===== config.mk =====
export PLATFORM = sky130hd
export DESIGN_NAME = vdp_vram_read_responder
export DESIGN_NICKNAME = d
export VERILOG_FILES = /design/src/rtl/vdp_vram_read_responder.sv
export SDC_FILE = /design/constraint.sdc
export NUM_CORES = 1
export LEC_CHECK = 0
export ABC_AREA = 0
export CAP_MARGIN = 40
export CORE_AREA = 2 2 112 114
export CTS_BUF_LIST = sky130_fd_sc_hd__clkbuf_16
export DETAILED_ROUTE_END_ITERATION = 8
export DIE_AREA = 0 0 114 116
export PLACE_DENSITY = 0.74
export SLEW_MARGIN = 20
export SYNTH_ARGS = -nofsm -noshare
export SYNTH_HDL_FRONTEND = slang
export SYNTH_SLANG_ARGS = --single-unit

===== constraint.sdc =====
create_clock -name clk -period 1.7 [get_ports clk]
set_input_delay 0.17 -clock clk [delete_from_list [all_inputs] [get_ports clk]]
set_output_delay 0.17 -clock clk [all_outputs]
set_load 0.02 [all_outputs]

===== src/rtl/vdp_vram_read_responder.sv =====
`default_nettype none
// ============================================================================
// Module   : vdp_vram_read_responder
// Brief    : Arbitrates screen-mode and sprite VRAM reads onto one memory port
//            and routes in-order responses back. Optional macro
//            VDP_VRAM_SPRITE_RDATA8_EN enables the sprite byte-select output.
// Revision : 1.0 - initial release
// ============================================================================
module vdp_vram_read_responder (
    input  logic        clk,
    input  logic        reset_n,
    input  logic [16:0] screen_mode_vram_address,
    input  logic        screen_mode_vram_valid,
    output logic [31:0] screen_mode_vram_rdata,
    input  logic [16:0] sprite_vram_address,
    input  logic        sprite_vram_valid,
    output logic [31:0] sprite_vram_rdata,
    output logic [7:0]  sprite_vram_rdata8,
    output logic [16:0] vram_address,
    output logic        vram_valid,
    input  logic        vram_ready,
    input  logic [31:0] vram_rdata,
    input  logic        vram_rdata_en
);

    localparam logic [1:0] c_MAX_OUTSTANDING = 2'd2;
    localparam logic       c_SRC_SCREEN      = 1'b0;
    localparam logic       c_SRC_SPRITE      = 1'b1;

    logic        r_scr_pend;
    logic [16:0] r_scr_addr;
    logic        r_spr_pend;
    logic [16:0] r_spr_addr;
    logic [1:0]  r_out_cnt;
    logic        r_wr_ptr;
    logic        r_rd_ptr;
    logic        r_tag_src [0:1];

    logic        w_issue;
    logic        w_issue_spr;
    logic        w_pop;
    logic [16:0] w_issue_addr;
    logic        w_pop_src;

    // Screen requests always win; the sprite slot is served only when screen is idle.
    assign w_issue      = vram_ready && (r_scr_pend || r_spr_pend)
                          && (r_out_cnt < c_MAX_OUTSTANDING);
    assign w_issue_spr  = !r_scr_pend;
    assign w_issue_addr = w_issue_spr ? r_spr_addr : r_scr_addr;
    assign w_pop        = vram_rdata_en && (r_out_cnt != 2'd0);
    assign w_pop_src    = r_tag_src[r_rd_ptr];

    always_ff @(posedge clk or negedge reset_n) begin
        if (!reset_n) begin
            r_scr_pend <= 1'b0;
            r_scr_addr <= 17'd0;
            r_spr_pend <= 1'b0;
            r_spr_addr <= 17'd0;
        end else begin
            // A fresh valid beats the clear from issuing: latest request wins.
            if (screen_mode_vram_valid) begin
                r_scr_pend <= 1'b1;
                r_scr_addr <= screen_mode_vram_address;
            end else if (w_issue && !w_issue_spr) begin
                r_scr_pend <= 1'b0;
            end
            if (sprite_vram_valid) begin
                r_spr_pend <= 1'b1;
                r_spr_addr <= sprite_vram_address;
            end else if (w_issue && w_issue_spr) begin
                r_spr_pend <= 1'b0;
            end
        end
    end

    always_ff @(posedge clk or negedge reset_n) begin
        if (!reset_n) begin
            vram_valid   <= 1'b0;
            vram_address <= 17'd0;
        end else begin
            vram_valid <= w_issue;
            if (w_issue) begin
                vram_address <= {w_issue_addr[16:2], 2'b00};
            end
        end
    end

    always_ff @(posedge clk or negedge reset_n) begin
        if (!reset_n) begin
            r_out_cnt    <= 2'd0;
            r_wr_ptr     <= 1'b0;
            r_rd_ptr     <= 1'b0;
            r_tag_src[0] <= c_SRC_SCREEN;
            r_tag_src[1] <= c_SRC_SCREEN;
        end else begin
            if (w_issue) begin
                r_tag_src[r_wr_ptr] <= w_issue_spr ? c_SRC_SPRITE : c_SRC_SCREEN;
                r_wr_ptr            <= ~r_wr_ptr;
            end
            if (w_pop) begin
                r_rd_ptr <= ~r_rd_ptr;
            end
            case ({w_issue, w_pop})
                2'b10:   r_out_cnt <= r_out_cnt + 2'd1;
                2'b01:   r_out_cnt <= r_out_cnt - 2'd1;
                default: r_out_cnt <= r_out_cnt;
            endcase
        end
    end

    always_ff @(posedge clk or negedge reset_n) begin
        if (!reset_n) begin
            screen_mode_vram_rdata <= 32'd0;
            sprite_vram_rdata      <= 32'd0;
        end else if (w_pop) begin
            if (w_pop_src == c_SRC_SPRITE) begin
                sprite_vram_rdata <= vram_rdata;
            end else begin
                screen_mode_vram_rdata <= vram_rdata;
            end
        end
    end

`ifdef VDP_VRAM_SPRITE_RDATA8_EN
    logic [1:0] r_tag_a [0:1];
    logic [1:0] w_pop_a;

    assign w_pop_a = r_tag_a[r_rd_ptr];

    always_ff @(posedge clk or negedge reset_n) begin
        if (!reset_n) begin
            r_tag_a[0]         <= 2'd0;
            r_tag_a[1]         <= 2'd0;
            sprite_vram_rdata8 <= 8'd0;
        end else begin
            if (w_issue) begin
                r_tag_a[r_wr_ptr] <= w_issue_addr[1:0];
            end
            if (w_pop && (w_pop_src == c_SRC_SPRITE)) begin
                sprite_vram_rdata8 <= vram_rdata[{w_pop_a, 3'b000} +: 8];
            end
        end
    end
`else
    assign sprite_vram_rdata8 = 8'h00;
`endif

endmodule
`default_nettype wire


==> flow_summary.ini, run 1 <==
[setup_path]
end_kind = flop
r2r_end = screen_mode_vram_rdata[22]
arrival_ps = 1920
r2r_start = r_rd_ptr
cp-start-kind = flop
ff2ff_path_depth = 4
path_max_fanout = 24
crit_required_ps = 1990
path_class = reg -> reg
regToRegSetupSlack_ps = 70

[min_path]
holdPathStages = 2
hp-class = in -> reg
hold_end = r_spr_addr[4]
worstHoldStart = sprite_vram_address[4]

[routing]
first_pass_iters = 4
antenna_left = 0
remaining_drc_errors = 0
drtIter0Drc = 181
num_vias = 3115
vias_per_cell = 5.02
wl_per_cell_um = 17.1
wl_mm = 10.6

[clock_network]
cts_tree = yes
cts.sinks = 118
cts_made_buffers = 17
worstSkewPairLatency_ps = 410
clk_pin_slew_ps = 50
cts_buffer_depth = 2
cts_max_level = 4
clk_root_buffer_cell = clkbuf_16

[yosys]
yosys-top-cells-area = dfrtp_1 62%, mux2_2 15%, mux2_4 9.4%
yosysTopAreaCell = dfrtp_1
synth_cells = 297
yosysWarnings = 0
syn_avg_cell_area_um2 = 16.2
seq_area_frac_synth_pct = 61.6
synth_top_area_share_pct = 61.6
synth-seq-cells = 118
netlist_area_um2 = 4800
synth_cell_type_count = 29

[sta]
slew_headroom_pct = 58.3
fin_worst_skew_ps = 8.00
slew_viol_final = 0
finalSetupViolations = 0
finalHoldViolCount = 0
fin_crit_ps = 1630
min_period_over_period_pct = 96.0
rsz0062_at_grt = false
tns_ps = 0
fmax_mhz = 613
tightestPinTransition_ps = 625

[place]
port_buffers = 147
gp_congestion = 0.732
place_hpwl_mm = 7.28

[power]
leakage_nw = 3.02
power.switching_w = 0.00455
intPower_w = 0.00963
sw_frac_of_total_pct = 32.1
max-vdd-ir-drop_v = 0.000709
seqPwrFrac_pct = 32.5
combPwrFrac_pct = 43.1
p_total_w = 0.0142
powerDensity_nw_per_um2 = 2010
clkPwrFrac_pct = 24.4

[layout]
nNetsFinal = 533
layout_common_cells = 146 x clkdlybuf4s50_1, 118 x dfrtp_1, 62 x mux2_2, 30 x mux2_4, 17 x clkbuf_16
n_fill_cell = 920
layout_commonest_cell = clkdlybuf4s50_1
diodes = 0
fin_util_pct = 59.2
drive_gt1_share_pct = 30.4
area_growth_pct = 47.1

[die]
die-area_um2 = 13200
dieHeight_um = 116
start_util_pct = 40.3
core_um2 = 11900
dieWidth_um = 114
num_rows = 40
ioPinCount = 162

[grt]
grt_pass1_vias = 3305
track_usage_pct = 17.1
grt-ovfl-total = 0
grt_pass1_wl_mm = 17.3
antenna_found_initial = 0
grt_max_degree = 119

[outcome]
outcome = complete, no violations

[job]
drv_cap = 0
[metrics by stage]
step	hold slack (ps)	instances	instance area, um^2	worst slack [ps]
after floorplan	-126	306	4830	92.8
after global placement	309	587	6470	45.8
after detailed placement	312	587	6470	31.0
after CTS	351	620	7050	6.85
after global routing	361	620	7060	14.3
final	373	620	7060	67.8
[kinds of logic after synthesis]
logic type                 count (synthesis)  share of synthesized area [%]
adders and majority gates                  1                          0.261
and+or+nand+nor                           24                           4.04
other                                      1                         0.0782
muxes                                     95                           24.6
DFF                                      118                           61.6
AOI/OAI and AO/OA                         21                           4.07
buffers and inverters                     32                           4.46
xor gates and xnor gates                   5                          0.913
[cells in the mapped netlist, drive strengths merged]
cell type,number
inv,4
mux2i,1
ha,1
conb,1
clkbuf,3
nor2b,1
dfrtp,118
nor2,5
a21o,1
xnor2,4
nor4b,15
nor3,1
xor2,1
nand2b,2
o31ai,2
a221o,15
mux2,94
buf,25
a2bb2oi,1
o21ai,2
[sequential cells by signal, indices dropped and copies added, names as in the netlist]
register	count
r_out_cnt	2
screen_mode_vram_rdata	32
r_tag_src	2
r_spr_addr	15
r_rd_ptr	1
r_spr_pend	1
r_wr_ptr	1
r_scr_pend	1
vram_address	15
r_scr_addr	15
sprite_vram_rdata	32
vram_valid	1
[power groups by stage]
| stage | registers (W) | logic, W | clock network [W] |
|---|---|---|---|
| floorplan | 0.00572 | 0.00230 | 0 |
| global placement | 0.00458 | 0.00605 | 0 |
| detailed placement | 0.00462 | 0.00616 | 0 |
| CTS | 0.00462 | 0.00617 | 0.00355 |
| global route | 0.00476 | 0.00645 | 0.00369 |
| finish | 0.00461 | 0.00611 | 0.00346 |
[worst max path at each step]
| stage | start | to | slack [ps] | depth (start not counted) |
|---|---|---|---|---|
| 2_1_floorplan | r_scr_pend | r_out_cnt[1] | 90 | 7 |
| 3_3_place_gp | r_rd_ptr | screen_mode_vram_rdata[22] | 50 | 4 |
| 3_5_place_dp | r_rd_ptr | screen_mode_vram_rdata[22] | 30 | 4 |
| 4_1_cts | r_rd_ptr | screen_mode_vram_rdata[22] | 7 | 4 |
| 5_1_grt | r_rd_ptr | screen_mode_vram_rdata[22] | 10 | 4 |
| 6_report | r_rd_ptr | screen_mode_vram_rdata[22] | 70 | 4 |
[per-layer routing]
metal,track usage [%],vias up,wire length (um)
met3,6.12,19,900
met2,25.8,149,4830
met1,22.3,1570,4680
met5,0,-,0
li1,-,1377,-
met4,7.48,0,174
[worst max-delay path, cell delays in order, from the launching register on]
cell and delay [ps]:
dfrtp_1 400, mux2i_2 300, nor2b_4 220, buf_12 220, mux2_2 360
[repair_timing]
| action | in CTS | in global routing |
|---|---|---|
| hold endpoints to repair | 118 | 0 |
| gates resized for setup | 0 | 1 |
| hold buffers | 1 | 0 |
| setup buffers | 0 | 0 |
| endpoints found under the setup margin | 0 | 29 |
[cell type report]
class / instances / area, um^2 / area share (%)
Sequential cell: 118 / 2950 / 41.8
Clock buffer: 17 / 425 / 6.03
Inverter: 4 / 15.0 / 0.213
Multi-Input combinational cell: 156 / 1680 / 23.8
Timing Repair Buffer: 163 / 1650 / 23.4
Tap cell: 147 / 184 / 2.61
Clock inverter: 15 / 145 / 2.06
No activity file was read; power rests on OpenSTA's default activity.
==> run 2: changes to the inputs <==
--- a/config.mk
+++ b/config.mk
@@ -7,11 +7,12 @@
 export LEC_CHECK = 0
 export ABC_AREA = 0
 export CAP_MARGIN = 40
-export CORE_AREA = 2 2 112 114
+export CORE_AREA = 2 2 110 86
 export CTS_BUF_LIST = sky130_fd_sc_hd__clkbuf_16
 export DETAILED_ROUTE_END_ITERATION = 8
-export DIE_AREA = 0 0 114 116
-export PLACE_DENSITY = 0.74
+export DIE_AREA = 0 0 112 88
+export DONT_BUFFER_PORTS = 1
+export PLACE_DENSITY = 0.73
 export SLEW_MARGIN = 20
 export SYNTH_ARGS = -nofsm -noshare
 export SYNTH_HDL_FRONTEND = slang
==> run 2 against run 1 <==
Against the previous run: the run now ends with hold timing left; critical path type unchanged; sequential share of layout area increased by 6.6 points; largest cell class unchanged; first-iteration DRC count fell by 28%; highest routed layer unchanged; global-route usage up 5.1 points.
==> flow_summary.ini, run 2 (synthesis gave the netlist of run 1 again) <==
[outcome]
outcome = complete, but fails checks
violations = hold timing

[grt]
grt_pass1_wl_mm = 16.5
track_usage_pct = 22.2
grt_pass1_vias = 3072
grt_max_degree = 119
antenna_found_initial = 0
grt-ovfl-total = 0

[layout]
drive_gt1_share_pct = 34.4
reg_top3 = screen_mode_vram_rdata (32), sprite_vram_rdata (32)
layout_common_cells = 118 x dfrtp_1, 65 x dlygate4sd3_1, 62 x mux2_2, 30 x mux2_4, 17 x clkbuf_16
layout_commonest_cell = dfrtp_1
fin_cells = 497
nNetsFinal = 447
area_growth_pct = 27.0

[setup_path]
regToRegSetupSlack_ps = 160
path_max_fanout = 18
path_class = reg -> reg
end_kind = flop
arrival_ps = 1820
crit_required_ps = 1980
cp-start-kind = flop

[power]
max-vdd-ir-drop_v = 0.00123
powerDensity_nw_per_um2 = 1980
clkPwrFrac_pct = 26.5
leakage_nw = 2.66
seqPwrFrac_pct = 49.9
sw_frac_of_total_pct = 35.1
combPwrFrac_pct = 23.6
intPower_w = 0.00782
p_total_w = 0.0120
power.switching_w = 0.00422

[sta]
slew_viol_final = 0
finalSetupViolations = 0
fin_ws_ps = 156
tightestPinTransition_ps = 831
tns_ps = 0
whs_ps = -527
min_period_over_period_pct = 90.8
fmax_mhz = 648
finalHoldViolCount = 118
fin_crit_ps = 1540
fin_worst_skew_ps = 7.26
rsz0062_at_grt = false
slew_headroom_pct = 44.4

[routing]
vias_per_cell = 5.65
wl_per_cell_um = 21.2
num_vias = 2807
remaining_drc_errors = 0
antenna_left = 0
first_pass_iters = 4
drtIter0Drc = 131
wl_mm = 10.6

[clock_network]
cts_made_buffers = 17
cts.sinks = 118
cts_tree = yes
clk_pin_slew_ps = 50
cts-resized-gates = 0
cts_buffer_depth = 2
worstSkewPairLatency_ps = 390
cts-hold-fix-buffers = 65
post_cts_buffers = 0
clk_root_buffer_cell = clkbuf_16
cts_max_level = 4

[place]
port_buffers = 0
dp_worst_setup_slack_ps = 152
gp_congestion = 0.658
place_inst = 401
place_hpwl_mm = 6.27

[die]
ioPinCount = 162
start_util_pct = 54.6
num_rows = 30
die-area_um2 = 9860
dieHeight_um = 88
dieWidth_um = 112
core_um2 = 8780

[job]
drv_cap = 0

[min_path]
hp-class = in -> async
-- run 2: changes by cell type in the layout (fill, tap and decap cells not counted), moves of 2 or more --
cell,delta
dlygate4sd3_1,+64
clkinv_2,-6
clkdlybuf4s50_1,-146
buf_12,-2
clkinv_1,+2
buf_4,-3
inv_1,+2
-- run 2: cell type report --
class	instances	area (um^2)
multi-input cells	156	1680
repair buffers	77	782
flip-flops and latches	118	2950
clock buffers	17	425
fillers	611	2690
well taps	112	140
clock inverters	12	100
diodes	1	2.50
inverters	4	15.0
-- run 2: final timing paths --
| kind | start | endpoint | depth (start not counted) |
|---|---|---|---|
| min in group clk | vram_rdata_en | r_rd_ptr | 2 |
| max in group asynchronous | reset_n | r_scr_pend | 0 |
| min | reset_n | screen_mode_vram_rdata[14] | 0 |
| max reg2reg | r_rd_ptr | screen_mode_vram_rdata[21] | 4 |
| min reg2reg | r_scr_addr[4] | vram_address[4] | 1 |
| max | r_rd_ptr | screen_mode_vram_rdata[21] | 4 |
-- run 2: per-stage QoR --
step	util, %	instance area (um^2)
6_report	69.4	6090
5_1_grt	69.4	6090
4_1_cts	69.2	6080
3_5_place_dp	55.8	4900
3_3_place_gp	55.8	4900
2_1_floorplan	-	4830
-- run 2: power groups by stage --
stage,clock network [W],logic (W),registers (W)
2_1_floorplan,0,0.00230,0.00572
3_3_place_gp,0,0.00257,0.00597
3_5_place_dp,0,0.00269,0.00601
4_1_cts,0.00326,0.00285,0.00599
5_1_grt,0.00340,0.00306,0.00612
6_report,0.00319,0.00285,0.00600
-- run 2: metal layers --
layer | vias up | wire length, um | GRT usage [%]
li1 | 1217 | - | -
met1 | 1460 | 4370 | 28.0
met2 | 124 | 5300 | 36.6
met3 | 6 | 816 | 8.58
met4 | 0 | 65 | 5.88
met5 | - | 0 | 0
-- run 2: worst max-delay path, cell delays in order, from the launching register on --
cell     delay (ps)
dfrtp_1         380
mux2i_1         240
nor2b_4         240
buf_12          220
mux2_2          350
==> run 3: changes to the inputs <==
--- a/config.mk
+++ b/config.mk
@@ -13,6 +13,8 @@
 export DIE_AREA = 0 0 112 88
 export DONT_BUFFER_PORTS = 1
 export PLACE_DENSITY = 0.73
+export SETUP_SLACK_MARGIN = 0.2
+export SKIP_LAST_GASP = 1
 export SLEW_MARGIN = 20
 export SYNTH_ARGS = -nofsm -noshare
 export SYNTH_HDL_FRONTEND = slang
==> run 3 against run 2 <==
Against the previous run: the flow still finishes with violations (hold timing); sequential power hardly changed; combinational power grew 6%; hold slack got worse by 10 ps; worst setup slack improved by 21 ps; utilization is 1.9 points higher; sequential cell count unchanged; register-to-register slack better by 20 ps; clock skew shrank 3.5 ps; maximum frequency increased by 1.4%; sequential share of layout area decreased by 1.3 points.
==> flow_summary.ini, run 3 (synthesis gave the netlist of run 1 again) <==
[sta]
fin_crit_ps = 1520
tns_ps = 0
slew_headroom_pct = 45.4
min_period_over_period_pct = 89.6
finalSetupViolations = 0
fin_ws_ps = 177
fin_worst_skew_ps = 3.72
rsz0062_at_grt = true
slew_viol_final = 0
fmax_mhz = 656
whs_ps = -537
finalHoldViolCount = 118
tightestPinTransition_ps = 817

[setup_path]
path_max_fanout = 16
arrival_ps = 1810
crit_required_ps = 1980
end_kind = flop
cp-start-kind = flop
path_class = reg -> reg

[power]
seqPwrFrac_pct = 47.9
powerDensity_nw_per_um2 = 2000
combPwrFrac_pct = 24.1
max-vdd-ir-drop_v = 0.00132
p_total_w = 0.0125
leakage_nw = 2.72
power.switching_w = 0.00439
clkPwrFrac_pct = 28.1
sw_frac_of_total_pct = 35.0
intPower_w = 0.00816

[grt]
antenna_found_initial = 0
grt_pass1_wl_mm = 16.3
grt-ovfl-total = 0
grt_max_degree = 119
grt_pass1_vias = 2989
track_usage_pct = 21.8

[place]
gp_congestion = 0.713
dp_worst_setup_slack_ps = 66.8
place_hpwl_mm = 5.92
port_buffers = 0

[routing]
first_pass_iters = 4
antenna_left = 0
num_vias = 2825
wl_mm = 10.5
wl_per_cell_um = 20.7
drtIter0Drc = 200
vias_per_cell = 5.61
remaining_drc_errors = 0

[die]
dieWidth_um = 112
start_util_pct = 54.6
dieHeight_um = 88
core_um2 = 8780
die-area_um2 = 9860
ioPinCount = 162
num_rows = 30

[clock_network]
cts_made_buffers = 17
cts_tree = yes
worstSkewPairLatency_ps = 400
cts_buffer_depth = 2
clk_pin_slew_ps = 50
cts_max_level = 4
cts-hold-fix-buffers = 65
clk_root_buffer_cell = clkbuf_16
cts.sinks = 118

[job]
drv_cap = 0

[layout]
drive_gt1_share_pct = 38.5
nNetsFinal = 452
area_growth_pct = 30.5
diodes = 0
reg_top3 = screen_mode_vram_rdata (32), sprite_vram_rdata (32)
layout_commonest_cell = dfrtp_1
layout_common_cells = 117 x dfrtp_1, 65 x dlygate4sd3_1, 62 x mux2_2, 30 x mux2_4, 18 x clkbuf_16

[min_path]
hp-class = in -> async

[outcome]
outcome = complete, but fails checks
violations = hold timing
[run 3: changes by cell type in the layout (fill, tap and decap cells not counted), sizes merged]
cell	delta
buf	+4
bufinv	+1
clkbuf	+1
clkinv	+2
clkinvlp	+4
diode	-1
inv	-4
[run 3: final cells by class]
cell class,count,area [um^2]
fill,580,2520
tap,112,140
timing repair buffer,82,857
clock buffer,17,425
multi-input combinational,156,1700
clock inverter,15,163
sequential,118,2950
inverter,4,20.0
[run 3: what timing repair did]
item,CTS,global route
pin swaps,4,2
setup buffers,5,2
cloned,0,1
hold endpoints to repair,215,118
endpoints found under the setup margin,46,80
gates resized for setup,6,2
[run 3: per-layer routing]
layer,global-route usage (%),vias to the layer above,share of wire (%)
met5,0,-,0
met4,6.76,0,0.56
met2,35.3,133,50
met3,8.44,6,7.6
li1,-,1225,-
met1,27.8,1461,42
[run 3: worst paths after layout]
| kind | from | endpoint | slack (ps) | depth (start not counted) |
|---|---|---|---|---|
| hold / removal | reset_n | screen_mode_vram_rdata[17] | -540 | 0 |
| min in group clk | vram_ready | vram_valid | 180 | 4 |
| setup reg to reg | r_rd_ptr | sprite_vram_rdata[29] | 180 | 5 |
| max in group asynchronous | reset_n | r_out_cnt[0] | 1990 | 0 |
| setup / recovery | r_rd_ptr | sprite_vram_rdata[29] | 180 | 5 |
| hold reg to reg | r_spr_addr[10] | r_spr_addr[10] | 500 | 1 |
[run 3: per-stage QoR]
| stage | instances | area [um^2] | util, % |
|---|---|---|---|
| 3_3_place_gp | 398 | 4890 | 55.6 |
| 3_5_place_dp | 398 | 4890 | 55.6 |
| 6_report | 504 | 6260 | 71.3 |
| 4_1_cts | 500 | 6190 | 70.4 |
| 5_1_grt | 504 | 6260 | 71.3 |
| 2_1_floorplan | 306 | 4840 | - |
[run 3: power groups by stage]
stage / Clock, W / Combinational [W] / Sequential, W
5_1_grt: 0.00369 / 0.00324 / 0.00612
6_report: 0.00352 / 0.00302 / 0.00600
3_3_place_gp: 0 / 0.00252 / 0.00597
2_1_floorplan: 0 / 0.00231 / 0.00572
3_5_place_dp: 0 / 0.00263 / 0.00600
4_1_cts: 0.00358 / 0.00289 / 0.00599
[run 3: worst max-delay path, stage by stage (launching register included)]
cell,delay (ps)
dfrtp_1,400
mux2i_2,160
buf_4,140
nor2_4,140
clkbuf_16,220
mux2_2,340
